**src/rtl/index_arbiter.sv**
```systemverilog
// index_arbiter
// -------------
// Round-robin write-port arbiter and read-modify-write sequencer for the
// index register file. Two requesters (A and B) ask for load, increment,
// decrement or clear of one index register. One request is granted at a
// time. The block reads the old value through the file's combinational read
// port and computes the new value. It then commits the new value through the
// file's write port and pulses the granted requester's ACK.
//
// Parameters:
//   AW  index register address width (file depth 2**AW)
//   DW  index register data width
//
// Ports:
//   CLK              clock, rising edge
//   RST_N            asynchronous active-low reset
//   REQ_A / REQ_B    operation request, held until ACK
//   OP_A / OP_B      00 load, 01 increment, 10 decrement, 11 clear
//   ADDR_A / ADDR_B  target index register
//   DATA_A / DATA_B  load operand
//   ACK_A / ACK_B    one-cycle completion pulse
//   RESULT           value being written, valid while an ACK is high
//   BUSY             high while an operation is in flight (READ, WRITE)
//   RF_R_ADDR        file read address (non-zero only in READ)
//   RF_R_DATA        file read data (combinational)
//   RF_S             file write enable
//   RF_W_ADDR        file write address
//   RF_W_DATA        file write data
//
// Configuration:
//   INDEX_ARB_SAT_EN  when defined, increment and decrement saturate at the
//                     ends of the DW-bit range. When it is undefined, they
//                     wrap modulo 2**DW.

module index_arbiter #(
    parameter int AW = 4,
    parameter int DW = 4
) (
    input  logic          CLK,
    input  logic          RST_N,
    input  logic          REQ_A,
    input  logic [1:0]    OP_A,
    input  logic [AW-1:0] ADDR_A,
    input  logic [DW-1:0] DATA_A,
    input  logic          REQ_B,
    input  logic [1:0]    OP_B,
    input  logic [AW-1:0] ADDR_B,
    input  logic [DW-1:0] DATA_B,
    output logic          ACK_A,
    output logic          ACK_B,
    output logic [DW-1:0] RESULT,
    output logic          BUSY,
    output logic [AW-1:0] RF_R_ADDR,
    input  logic [DW-1:0] RF_R_DATA,
    output logic          RF_S,
    output logic [AW-1:0] RF_W_ADDR,
    output logic [DW-1:0] RF_W_DATA
);

    typedef enum logic [1:0] {
        IDLE  = 2'd0,
        READ  = 2'd1,
        WRITE = 2'd2
    } state_t;

    localparam logic [1:0] OP_LOAD = 2'b00;
    localparam logic [1:0] OP_INC  = 2'b01;
    localparam logic [1:0] OP_DEC  = 2'b10;
    localparam logic [1:0] OP_CLR  = 2'b11;

    localparam logic [DW-1:0] DATA_MAX = '1;
    localparam logic [DW-1:0] DATA_ONE = DW'(1);

    state_t        state;
    logic          ptr_b;      // priority pointer: 0 favours A, 1 favours B
    logic          grant_b;    // the requester currently being served
    logic [1:0]    op_q;
    logic [AW-1:0] addr_q;
    logic [DW-1:0] data_q;
    logic          win_b;
    logic [DW-1:0] new_value;

    // B wins only when A is idle or when the pointer favours B.
    assign win_b = REQ_B && (!REQ_A || ptr_b);

    // New value from the latched operation and the old value on the read
    // port. This value is only used at the end of the READ cycle.
    always_comb begin
        new_value = data_q;
        case (op_q)
            OP_LOAD: new_value = data_q;
`ifdef INDEX_ARB_SAT_EN
            OP_INC:  new_value = (RF_R_DATA == DATA_MAX) ? DATA_MAX : RF_R_DATA + DATA_ONE;
            OP_DEC:  new_value = (RF_R_DATA == '0) ? '0 : RF_R_DATA - DATA_ONE;
`else
            OP_INC:  new_value = RF_R_DATA + DATA_ONE;
            OP_DEC:  new_value = RF_R_DATA - DATA_ONE;
`endif
            OP_CLR:  new_value = '0;
            default: new_value = '0;
        endcase
    end

    // Sequencer. Every output is registered, so nothing combinational runs
    // from REQ to the outputs. Reset abandons any operation in flight
    // without a write or an ACK.
    always_ff @(posedge CLK or negedge RST_N) begin
        if (!RST_N) begin
            state     <= IDLE;
            ptr_b     <= 1'b0;
            grant_b   <= 1'b0;
            op_q      <= '0;
            addr_q    <= '0;
            data_q    <= '0;
            ACK_A     <= 1'b0;
            ACK_B     <= 1'b0;
            RESULT    <= '0;
            BUSY      <= 1'b0;
            RF_R_ADDR <= '0;
            RF_S      <= 1'b0;
            RF_W_ADDR <= '0;
            RF_W_DATA <= '0;
        end else begin
            case (state)
                IDLE: begin
                    if (REQ_A || REQ_B) begin
                        grant_b   <= win_b;
                        op_q      <= win_b ? OP_B   : OP_A;
                        addr_q    <= win_b ? ADDR_B : ADDR_A;
                        data_q    <= win_b ? DATA_B : DATA_A;
                        RF_R_ADDR <= win_b ? ADDR_B : ADDR_A;
                        BUSY      <= 1'b1;
                        state     <= READ;
                    end
                end
                READ: begin
                    RF_R_ADDR <= '0;
                    RF_S      <= 1'b1;
                    RF_W_ADDR <= addr_q;
                    RF_W_DATA <= new_value;
                    RESULT    <= new_value;
                    ACK_A     <= !grant_b;
                    ACK_B     <= grant_b;
                    state     <= WRITE;
                end
                WRITE: begin
                    // The write has committed, so the other requester gets
                    // priority for the next operation.
                    ptr_b     <= !grant_b;
                    RF_S      <= 1'b0;
                    RF_W_ADDR <= '0;
                    RF_W_DATA <= '0;
                    RESULT    <= '0;
                    ACK_A     <= 1'b0;
                    ACK_B     <= 1'b0;
                    BUSY      <= 1'b0;
                    state     <= IDLE;
                end
                default: begin
                    state <= IDLE;
                end
            endcase
        end
    end

endmodule

```
**config.mk**
```make
export PLATFORM = sky130hd
export DESIGN_NAME = index_arbiter
export DESIGN_NICKNAME = d
export VERILOG_FILES = /design/src/rtl/index_arbiter.sv
export SDC_FILE = /design/constraint.sdc
export NUM_CORES = 1
export LEC_CHECK = 0
export CORE_UTILIZATION = 44
export CTS_BUF_LIST = sky130_fd_sc_hd__clkbuf_8
export DETAILED_ROUTE_END_ITERATION = 16
export GPL_TIMING_DRIVEN = 0
export PLACE_DENSITY = 0.79
export REMOVE_ABC_BUFFERS = 1
export SLEW_MARGIN = 20
export SYNTH_ARGS = -nofsm -noshare
export SYNTH_HDL_FRONTEND = slang
export SYNTH_SLANG_ARGS = --single-unit
```
**constraint.sdc**
```tcl
create_clock -name CLK -period 2 [get_ports CLK]
set_clock_uncertainty 0.2 [all_clocks]
set_input_delay 0.2 -clock CLK [delete_from_list [all_inputs] [get_ports CLK]]
set_output_delay 0.2 -clock CLK [all_outputs]
set_load 0.005 [all_outputs]
```
==> results.yml, run 1 <==
layout:
  layoutNonFillerInstCount: 256
  final_layout_size_suffix_gt1_frac: 0.105
  layout.core_utilization: 0.647
  postLayoutCellArea_um2: 2190
  design.final.nets: 246
  layout-area-overhead-vs-synth_pct: 37.8
  seqCellArea_um2: 751
  nFillCells: 260
  area_of_combinational_cells_with_multiple_inputs_um2: 737
  antenna_cells: 0
placed_design:
  gp_routability_congestion: 0.793
  dp.cells: 246
  port_buffers: 47
  hpwl_um: 2600
  postPlaceCellArea_um2: 2050
flow_run:
  maxCapViolations: 0
floorplanning:
  die_area_um2: 3860
  initial_utilization: 0.470
  design.core.area_um2: 3390
  ios: 48
  die-height_um: 62.2
  placementRows: 21
  die_width_um: 62.2
logic_synthesis:
  yosys.cell_types.count: 30
  post_synth_instance_area_um2: 1590
  synth_cells: 163
  syn_area_per_cell_um2: 9.77
  synth.ff_latch_count: 30
  yosysWarningCount: 0
  seq_area_frac_synth: 0.471
clock_network:
  cts.htree.levels: 2
  tritoncts_num_sinks: 30
  cts_buffers: 5
  clk_pin_slew_ps: 60
  cts_tree: "built"
  cts_buffer_depth: 2
  clock_latency_ps: 280
  root_buffer_master: "sky130_fd_sc_hd__clkbuf_8"
critical_path:
  critPathArrivalTime_ps: 1900
  cp-startpoint: "op_q[1]"
  critPathMaxFanout: 5
  critical_path.endpoint: "RF_W_DATA[3]"
  startpoint_type: "flip-flop"
  timing.critical_path.required_ps: 1980
  crit_path_end_kind: "flip-flop"
  r2r-start: "op_q[1]"
  worst_r2r_path_depth: 6
  timing_worst_setup_path_type: "flip-flop to flip-flop"
  reg2reg_to: "RF_W_DATA[3]"
  ff2ff_setup_slack_ps: 80
sta:
  fin_crit_ps: 1920
  finalCritPeriodShare: 0.959
  rsz0062_at_grt: "no"
  worstMarginPinSlew_ps: 645
  slew_violations: 0
  hold_viol_final: 0
  slew_headroom: 0.570
  finalSetupTns_ps: 0
  fmaxAchievable_mhz: 521
  setup_viol_count_final: 0
routing:
  via_count: 1294
  finalWirelength_um: 3510
  firstDrtPassIters: 4
  route.detailed.drc: 0
  dr.first_iter.drc_count: 42
  detail_route.vias_per_cell: 5.05
  wl_per_cell_um: 13.7
  antenna_left: 0
global_route:
  gr_util_all_layers: 0.206
  grt_first_pass_wirelength_um: 6090
  grt_max_degree: 31
  initial_antenna_violation_count: 0
  grt-ovfl-total: 0
  first_global_vias: 1285
power_and_ir_drop:
  power_density_nw_per_um2: 1520
  cellLeakagePower_uw: 0.000982
  irDropWorstVdd_v: 0.000932
  total_power_uw: 3340
outcome:
  run_status: "completed"
worst_hold_path:
  hold_class: "primary input to asynchronous set/reset pin"
synthesized netlist by cell type:
library cell / count / share of area
sky130_fd_sc_hd__buf_6: 1 / 0.0071
sky130_fd_sc_hd__and2b_1: 1 / 0.0047
sky130_fd_sc_hd__a21boi_2: 1 / 0.0071
sky130_fd_sc_hd__a21oi_1: 10 / 0.031
sky130_fd_sc_hd__clkbuf_1: 2 / 0.0047
sky130_fd_sc_hd__a22o_1: 3 / 0.016
sky130_fd_sc_hd__a221oi_1: 1 / 0.0055
sky130_fd_sc_hd__buf_2: 3 / 0.0094
sky130_fd_sc_hd__a31oi_1: 1 / 0.0039
sky130_fd_sc_hd__inv_1: 20 / 0.047
sky130_fd_sc_hd__a22oi_1: 2 / 0.0094
sky130_fd_sc_hd__dfrtp_1: 30 / 0.47
sky130_fd_sc_hd__o41ai_1: 1 / 0.0055
sky130_fd_sc_hd__o21ai_0: 19 / 0.060
sky130_fd_sc_hd__buf_4: 4 / 0.019
sky130_fd_sc_hd__a21boi_0: 1 / 0.0047
sky130_fd_sc_hd__o22ai_1: 3 / 0.012
sky130_fd_sc_hd__xnor2_1: 2 / 0.011
sky130_fd_sc_hd__a22o_2: 4 / 0.025
sky130_fd_sc_hd__a221oi_2: 2 / 0.019
sky130_fd_sc_hd__nand2_1: 16 / 0.038
sky130_fd_sc_hd__nor2_1: 9 / 0.021
sky130_fd_sc_hd__mux2_2: 1 / 0.0071
sky130_fd_sc_hd__mux2i_1: 6 / 0.038
sky130_fd_sc_hd__o21ai_1: 1 / 0.0031
sky130_fd_sc_hd__nand3b_1: 6 / 0.028
sky130_fd_sc_hd__a41oi_1: 1 / 0.0055
sky130_fd_sc_hd__ha_1: 9 / 0.071
sky130_fd_sc_hd__nand2b_1: 1 / 0.0039
sky130_fd_sc_hd__xor2_1: 2 / 0.011
stage by stage:
step | setup slack (ps) | hold slack, ps
3_5_place_dp | -146 | 67.7
2_1_floorplan | 79.7 | -296
6_report | 82.3 | 277
5_1_grt | 15.4 | 331
4_1_cts | -28.1 | 298
3_3_place_gp | -69.3 | 274
state kept, by name (all words and copies together) (netlist names), 2 cells and up:
| name | flops |
|---|---|
| data_q | 4 |
| state | 2 |
| op_q | 2 |
| RF_W_ADDR | 4 |
| RF_W_DATA | 4 |
| RF_R_ADDR | 4 |
| addr_q | 4 |
worst max-delay path, stage by stage (launching register included):
cell,delay [ps]
sky130_fd_sc_hd__dfrtp_1,420
sky130_fd_sc_hd__ha_4,200
sky130_fd_sc_hd__ha_1,320
sky130_fd_sc_hd__a41oi_1,210
sky130_fd_sc_hd__o21ai_1,110
sky130_fd_sc_hd__xnor2_1,150
sky130_fd_sc_hd__o41ai_2,210
worst min-delay path by stage:
stage / startpoint / to / slack, ps / cells past startpoint
2_1_floorplan: RST_N / ACK_A / -300 / 0
3_3_place_gp: op_q[0] / op_q[0] / 270 / 2
3_5_place_dp: RST_N / RF_W_DATA[1] / 70 / 1
4_1_cts: RST_N / RF_W_DATA[1] / 300 / 2
5_1_grt: data_q[3] / data_q[3] / 330 / 2
6_report: RST_N / RF_W_DATA[0] / 280 / 2
layout make-up:
cell class	instances	share of cell area
inverter	20	0.0342
clock inverter	2	0.00399
sequential	30	0.342
clock buffer	6	0.0376
tap	46	0.0262
multi-input combinational	103	0.336
timing repair buffer	49	0.220
routing by layer:
| metal | vias to the layer above | global-route usage | wire length (um) |
|---|---|---|---|
| met5 | - | 0 | 0 |
| met4 | 0 | 0.116 | 79 |
| met3 | 6 | 0.0496 | 122 |
| met2 | 26 | 0.350 | 1840 |
| met1 | 615 | 0.237 | 1470 |
| li1 | 647 | - | - |
layout by cell type, fill, tap and decap left out, types with 2 or more instances in the layout:
cell type,synthesis,routed
sky130_fd_sc_hd__a21oi_1,10,10
sky130_fd_sc_hd__a221oi_2,2,2
sky130_fd_sc_hd__a22o_1,3,3
sky130_fd_sc_hd__a22o_2,4,4
sky130_fd_sc_hd__a22oi_1,2,2
sky130_fd_sc_hd__clkbuf_8,0,6
sky130_fd_sc_hd__clkdlybuf4s50_1,0,46
sky130_fd_sc_hd__dfrtp_1,30,30
sky130_fd_sc_hd__ha_1,9,7
sky130_fd_sc_hd__inv_1,20,20
sky130_fd_sc_hd__mux2i_1,6,6
sky130_fd_sc_hd__nand2_1,16,16
sky130_fd_sc_hd__nand3b_1,6,6
sky130_fd_sc_hd__nor2_1,9,9
sky130_fd_sc_hd__o21ai_0,19,18
sky130_fd_sc_hd__o22ai_1,3,3
sky130_fd_sc_hd__xnor2_1,2,2
sky130_fd_sc_hd__xor2_1,2,2
timing repair:
action / in CTS / in global routing
hold endpoints to repair: 30 / 0
setup buffers: 0 / 1
setup endpoints to repair: 2 / 3
resized for setup: 4 / 4
hold buffers: 1 / 0
where the power goes:
group	internal (uW)	switching, uW	total, uW	leakage (uW)
logic	885	858	1740	0.000563
clock network	272	216	487	0.0000524
registers	908	197	1110	0.000367
cells by family after synthesis:
family | Yosys count | share of synthesized area
mux | 7 | 0.0448
buf+inv | 30 | 0.0872
flops | 30 | 0.471
xor+xnor | 4 | 0.0220
compound gates | 50 | 0.208
fa+ha+maj | 9 | 0.0707
simple gates | 33 | 0.0958
No activity file was read; power rests on OpenSTA's default activity.
==> inputs of run 2 (changes only) <==
Settings changed: SLEW_MARGIN 20 to 40.
==> results.yml, run 2 (synthesis results as in run 1) <==
clock_network:
  cts_buffer_depth: 2
  clk_pin_slew_ps: 70
  cts.htree.levels: 2
  cts_tree: "built"
  tritoncts_num_sinks: 30
  root_buffer_master: "sky130_fd_sc_hd__clkbuf_8"
  clock_latency_ps: 280
  cts_buffers: 5
layout:
  layout.cells.most_common: "sky130_fd_sc_hd__clkdlybuf4s50_1"
  layout-area-overhead-vs-synth_pct: 42.7
  final_layout_size_suffix_gt1_frac: 0.123
  antenna_cells: 0
  commonest_cells_after_routing_fill_and_taps_aside: "sky130_fd_sc_hd__clkdlybuf4s50_1, sky130_fd_sc_hd__dfrtp_1, sky130_fd_sc_hd__inv_1, sky130_fd_sc_hd__o21ai_0, sky130_fd_sc_hd__nand2_1"
  design.final.nets: 248
  postLayoutCellArea_um2: 2270
  layoutNonFillerInstCount: 258
flow_run:
  maxCapViolations: 0
critical_path:
  cp_top_family: "flip-flops"
  timing.critical_path.slowest_cell_delay_ps: 350
  crit_chain: "inv_2 -> ha_4 -> buf_4 -> xor2_1 -> ha_1 -> a21oi_1 -> xnor2_1 -> nand2_1 -> a31oi_1"
  critPathArrivalTime_ps: 1880
  startpoint_type: "flip-flop"
  timing.critical_path.required_ps: 2000
  critPathMaxFanout: 4
  crit_path_top_delay_cell: "sky130_fd_sc_hd__dfrtp_1"
  ff2ff_setup_slack_ps: 120
  crit_path_end_kind: "flip-flop"
  timing_worst_setup_path_type: "flip-flop to flip-flop"
  number_of_buffer_and_inverter_instances_along_the_worst_setup_path: 2
floorplanning:
  ios: 48
  die_area_um2: 3860
  die-height_um: 62.2
  die_width_um: 62.2
  design.core.area_um2: 3390
  placementRows: 21
  initial_utilization: 0.470
global_route:
  initial_antenna_violation_count: 0
  grt_first_pass_wirelength_um: 6420
  grt-ovfl-total: 0
  gr_util_all_layers: 0.215
  grt_max_degree: 31
  first_global_vias: 1331
sta:
  fin_worst_hold_slack_ps: 283
  hold_viol_final: 0
  worstMarginPinSlew_ps: 647
  slew_violations: 0
  fin_crit_ps: 1880
  setup_viol_count_final: 0
  slew_headroom: 0.568
  fmaxAchievable_mhz: 533
  finalCritPeriodShare: 0.938
  rsz0062_at_grt: "no"
placed_design:
  dp.cells: 246
  gp_routability_congestion: 0.793
  postPlaceCellArea_um2: 2060
  port_buffers: 47
  hpwl_um: 2640
routing:
  route.detailed.drc: 0
  firstDrtPassIters: 4
  dr.first_iter.drc_count: 45
  detail_route.vias_per_cell: 5.20
  antenna_left: 0
  wl_per_cell_um: 14.3
  finalWirelength_um: 3700
  via_count: 1341
power_and_ir_drop:
  cellLeakagePower_uw: 0.00101
  power_density_nw_per_um2: 1620
  total_power_uw: 3680
  irDropWorstVdd_v: 0.000879
outcome:
  run_status: "completed"
worst_hold_path:
  hold_class: "primary input to asynchronous set/reset pin"
-- run 2: cell types whose count changed in the layout (fill, tap and decap cells not counted), sizes merged --
cell    before  now
buf          2    4
bufinv       0    2
clkinv       1    0
inv         21   20
-- run 2: worst paths after layout --
| path | from | to | cells past startpoint |
|---|---|---|---|
| min in group CLK | data_q[2] | data_q[2] | 2 |
| worst max-delay path | op_q[0] | RF_W_DATA[2] | 9 |
| worst min register to register | data_q[2] | data_q[2] | 2 |
| worst min-delay path | RST_N | RF_W_ADDR[1] | 2 |
| max in group asynchronous | RST_N | state[0] | 2 |
| worst max register to register | op_q[0] | RF_W_DATA[2] | 9 |
-- run 2: repair_timing --
action,4_1_cts,5_1_grt
buffers inserted,3,0
hold endpoints to repair,30,0
resized for setup,5,3
hold buffers,1,0
endpoints found under the setup margin,1,2
pin swaps,1,1
-- run 2: cell type report --
class | count | area (um^2)
Clock inverter | 2 | 60.1
Multi-Input combinational cell | 103 | 749
Timing Repair Buffer | 51 | 498
Fill cell | 247 | 1120
Inverter | 20 | 75.1
Sequential cell | 30 | 751
Tap cell | 46 | 57.6
Clock buffer | 6 | 82.6
-- run 2: per-stage QoR --
step / utilization / setup WS (ps) / TNS, ps
floorplan: - / 79.7 / 0
global placement: 0.607 / -69.3 / -301
detailed placement: 0.606 / -146 / -552
CTS: 0.666 / 1.05 / 0
global route: 0.671 / 28.9 / 0
finish: 0.671 / 125 / 0
-- run 2: report_power, final --
part	leakage, uW	switching, uW	total [uW]	internal (uW)
Combinational	0.000573	904	1820	918
Clock	0.0000714	224	756	531
Sequential	0.000367	198	1110	908
Total	0.00101	1330	3680	2360
-- run 2: layer usage --
layer | vias up | global-route usage | wire, um
met1 | 640 | 0.249 | 1510
li1 | 652 | - | -
met5 | - | 0 | 0
met3 | 7 | 0.0570 | 147
met2 | 42 | 0.379 | 1960
met4 | 0 | 0.0785 | 76
==> inputs of run 3 (changes only) <==
Settings changed: ABC_AREA set to 0.
Clock period 2 ns to 1.7 ns, I/O delays scaled along.
==> results.yml, run 3 (synthesis results as in run 1) <==
outcome:
  run_status: "finished with violations"
  violated_checks: "negative setup slack"
global_route:
  gr_util_all_layers: 0.219
  grt-ovfl-total: 0
  grt_max_degree: 31
  first_global_vias: 1342
  grt_first_pass_wirelength_um: 6550
  initial_antenna_violation_count: 0
layout:
  layoutNonFillerInstCount: 267
  antenna_cells: 0
  area_of_combinational_cells_with_multiple_inputs_um2: 800
  layout.cells.most_common: "sky130_fd_sc_hd__clkdlybuf4s50_1"
  commonest_cells_after_routing_fill_and_taps_aside: "sky130_fd_sc_hd__clkdlybuf4s50_1, sky130_fd_sc_hd__dfrtp_1, sky130_fd_sc_hd__o21ai_0, sky130_fd_sc_hd__inv_1, sky130_fd_sc_hd__nand2_1"
  layout-area-overhead-vs-synth_pct: 51.4
  nFillCells: 219
  final_layout_size_suffix_gt1_frac: 0.213
  design.final.nets: 257
  seqCellArea_um2: 751
placed_design:
  hpwl_um: 2640
  gp_routability_congestion: 0.793
  port_buffers: 47
  dp.cells: 246
clock_network:
  cts_buffer_depth: 2
  cts_tree: "built"
  tritoncts_num_sinks: 30
  cts_buffers: 5
  cts.htree.levels: 2
  root_buffer_master: "sky130_fd_sc_hd__clkbuf_8"
  clock_latency_ps: 280
  clk_pin_slew_ps: 60
routing:
  dr.first_iter.drc_count: 58
  finalWirelength_um: 3950
  wl_per_cell_um: 14.8
  detail_route.vias_per_cell: 5.14
  route.detailed.drc: 0
  via_count: 1373
  firstDrtPassIters: 4
  antenna_left: 0
worst_hold_path:
  hold_class: "primary input to asynchronous set/reset pin"
sta:
  fmaxAchievable_mhz: 536
  fin_ws_ps: -165
  hold_viol_final: 0
  rsz0062_at_grt: "yes"
  worstMarginPinSlew_ps: 650
  finalSetupTns_ps: -294
  fin_crit_ps: 1860
  finalCritPeriodShare: 1.10
  slew_violations: 0
  slew_headroom: 0.567
  setup_viol_count_final: 3
critical_path:
  crit_path_end_kind: "flip-flop"
  critPathArrivalTime_ps: 1870
  timing_worst_setup_path_type: "flip-flop to flip-flop"
  worst_r2r_path_depth: 8
  reg2reg_to: "RF_W_DATA[2]"
  startpoint_type: "flip-flop"
  timing.critical_path.required_ps: 1710
  r2r-start: "op_q[1]"
  critPathMaxFanout: 4
  ff2ff_setup_slack_ps: -160
floorplanning:
  die-height_um: 62.2
  ios: 48
  initial_utilization: 0.470
  placementRows: 21
  die_area_um2: 3860
  design.core.area_um2: 3390
  die_width_um: 62.2
power_and_ir_drop:
  power_density_nw_per_um2: 1940
  irDropWorstVdd_v: 0.00124
  cellLeakagePower_uw: 0.00106
flow_run:
  maxCapViolations: 0
==> run 3: cell type report <==
cell class | instances | share of cell area
flip-flops and latches | 30 | 0.311
inverters | 20 | 0.0327
well taps | 46 | 0.0239
multi-input cells | 103 | 0.332
clock inverters | 2 | 0.0249
clock buffers | 6 | 0.0343
repair buffers | 60 | 0.241
==> run 3: routing by layer <==
layer	global-route usage	up-vias	part of all wire
met5	0	-	0
met4	0.0785	0	0.013
met3	0.0570	4	0.032
met2	0.387	29	0.55
met1	0.253	676	0.40
li1	-	664	-
==> run 3: what timing repair did <==
action / CTS / global route
hold endpoints to repair: 30 / 0
setup buffers: 5 / 7
hold buffers: 1 / 0
setup endpoints to repair: 21 / 22
pin swaps: 7 / 6
resized for setup: 9 / 14
==> run 3: metrics by stage <==
step | hold slack (ps) | area, um^2 | worst slack [ps] | util | power, uW
finish | 252 | 2410 | -165 | 0.711 | 4670
global route | 324 | 2410 | -240 | 0.711 | 5000
CTS | 268 | 2290 | -177 | 0.676 | 4350
detailed placement | 36.3 | 2060 | -446 | 0.606 | 3260
global placement | 274 | 2060 | -344 | 0.607 | 3150
floorplan | -326 | 1530 | -220 | - | 2440
==> run 3: worst max-delay path by stage <==
stage / cells past startpoint / endpoint / from
finish: 8 / RF_W_DATA[2] / op_q[1]
global route: 9 / RF_W_DATA[1] / op_q[0]
detailed placement: 7 / RF_W_DATA[3] / op_q[0]
floorplan: 7 / RF_W_DATA[3] / op_q[0]
global placement: 7 / RF_W_DATA[3] / op_q[0]
CTS: 6 / RF_W_DATA[3] / op_q[1]
==> run 3: where the power goes <==
part	internal [uW]	switching, uW	total (uW)	leakage, uW
combinational	1310	1160	2470	0.000619
clock	625	270	895	0.0000714
sequential	1070	242	1310	0.000367
total	3000	1670	4670	0.00106
==> run 3: critical path, cell delays in order, from the launching register on <==
cell                      delay [ps]
sky130_fd_sc_hd__dfrtp_1         410
sky130_fd_sc_hd__ha_4            190
sky130_fd_sc_hd__buf_6           130
sky130_fd_sc_hd__xor2_2          140
sky130_fd_sc_hd__ha_2            200
sky130_fd_sc_hd__a21oi_2         150
sky130_fd_sc_hd__xnor2_1         160
sky130_fd_sc_hd__nand2_1          70
sky130_fd_sc_hd__a31oi_1         140
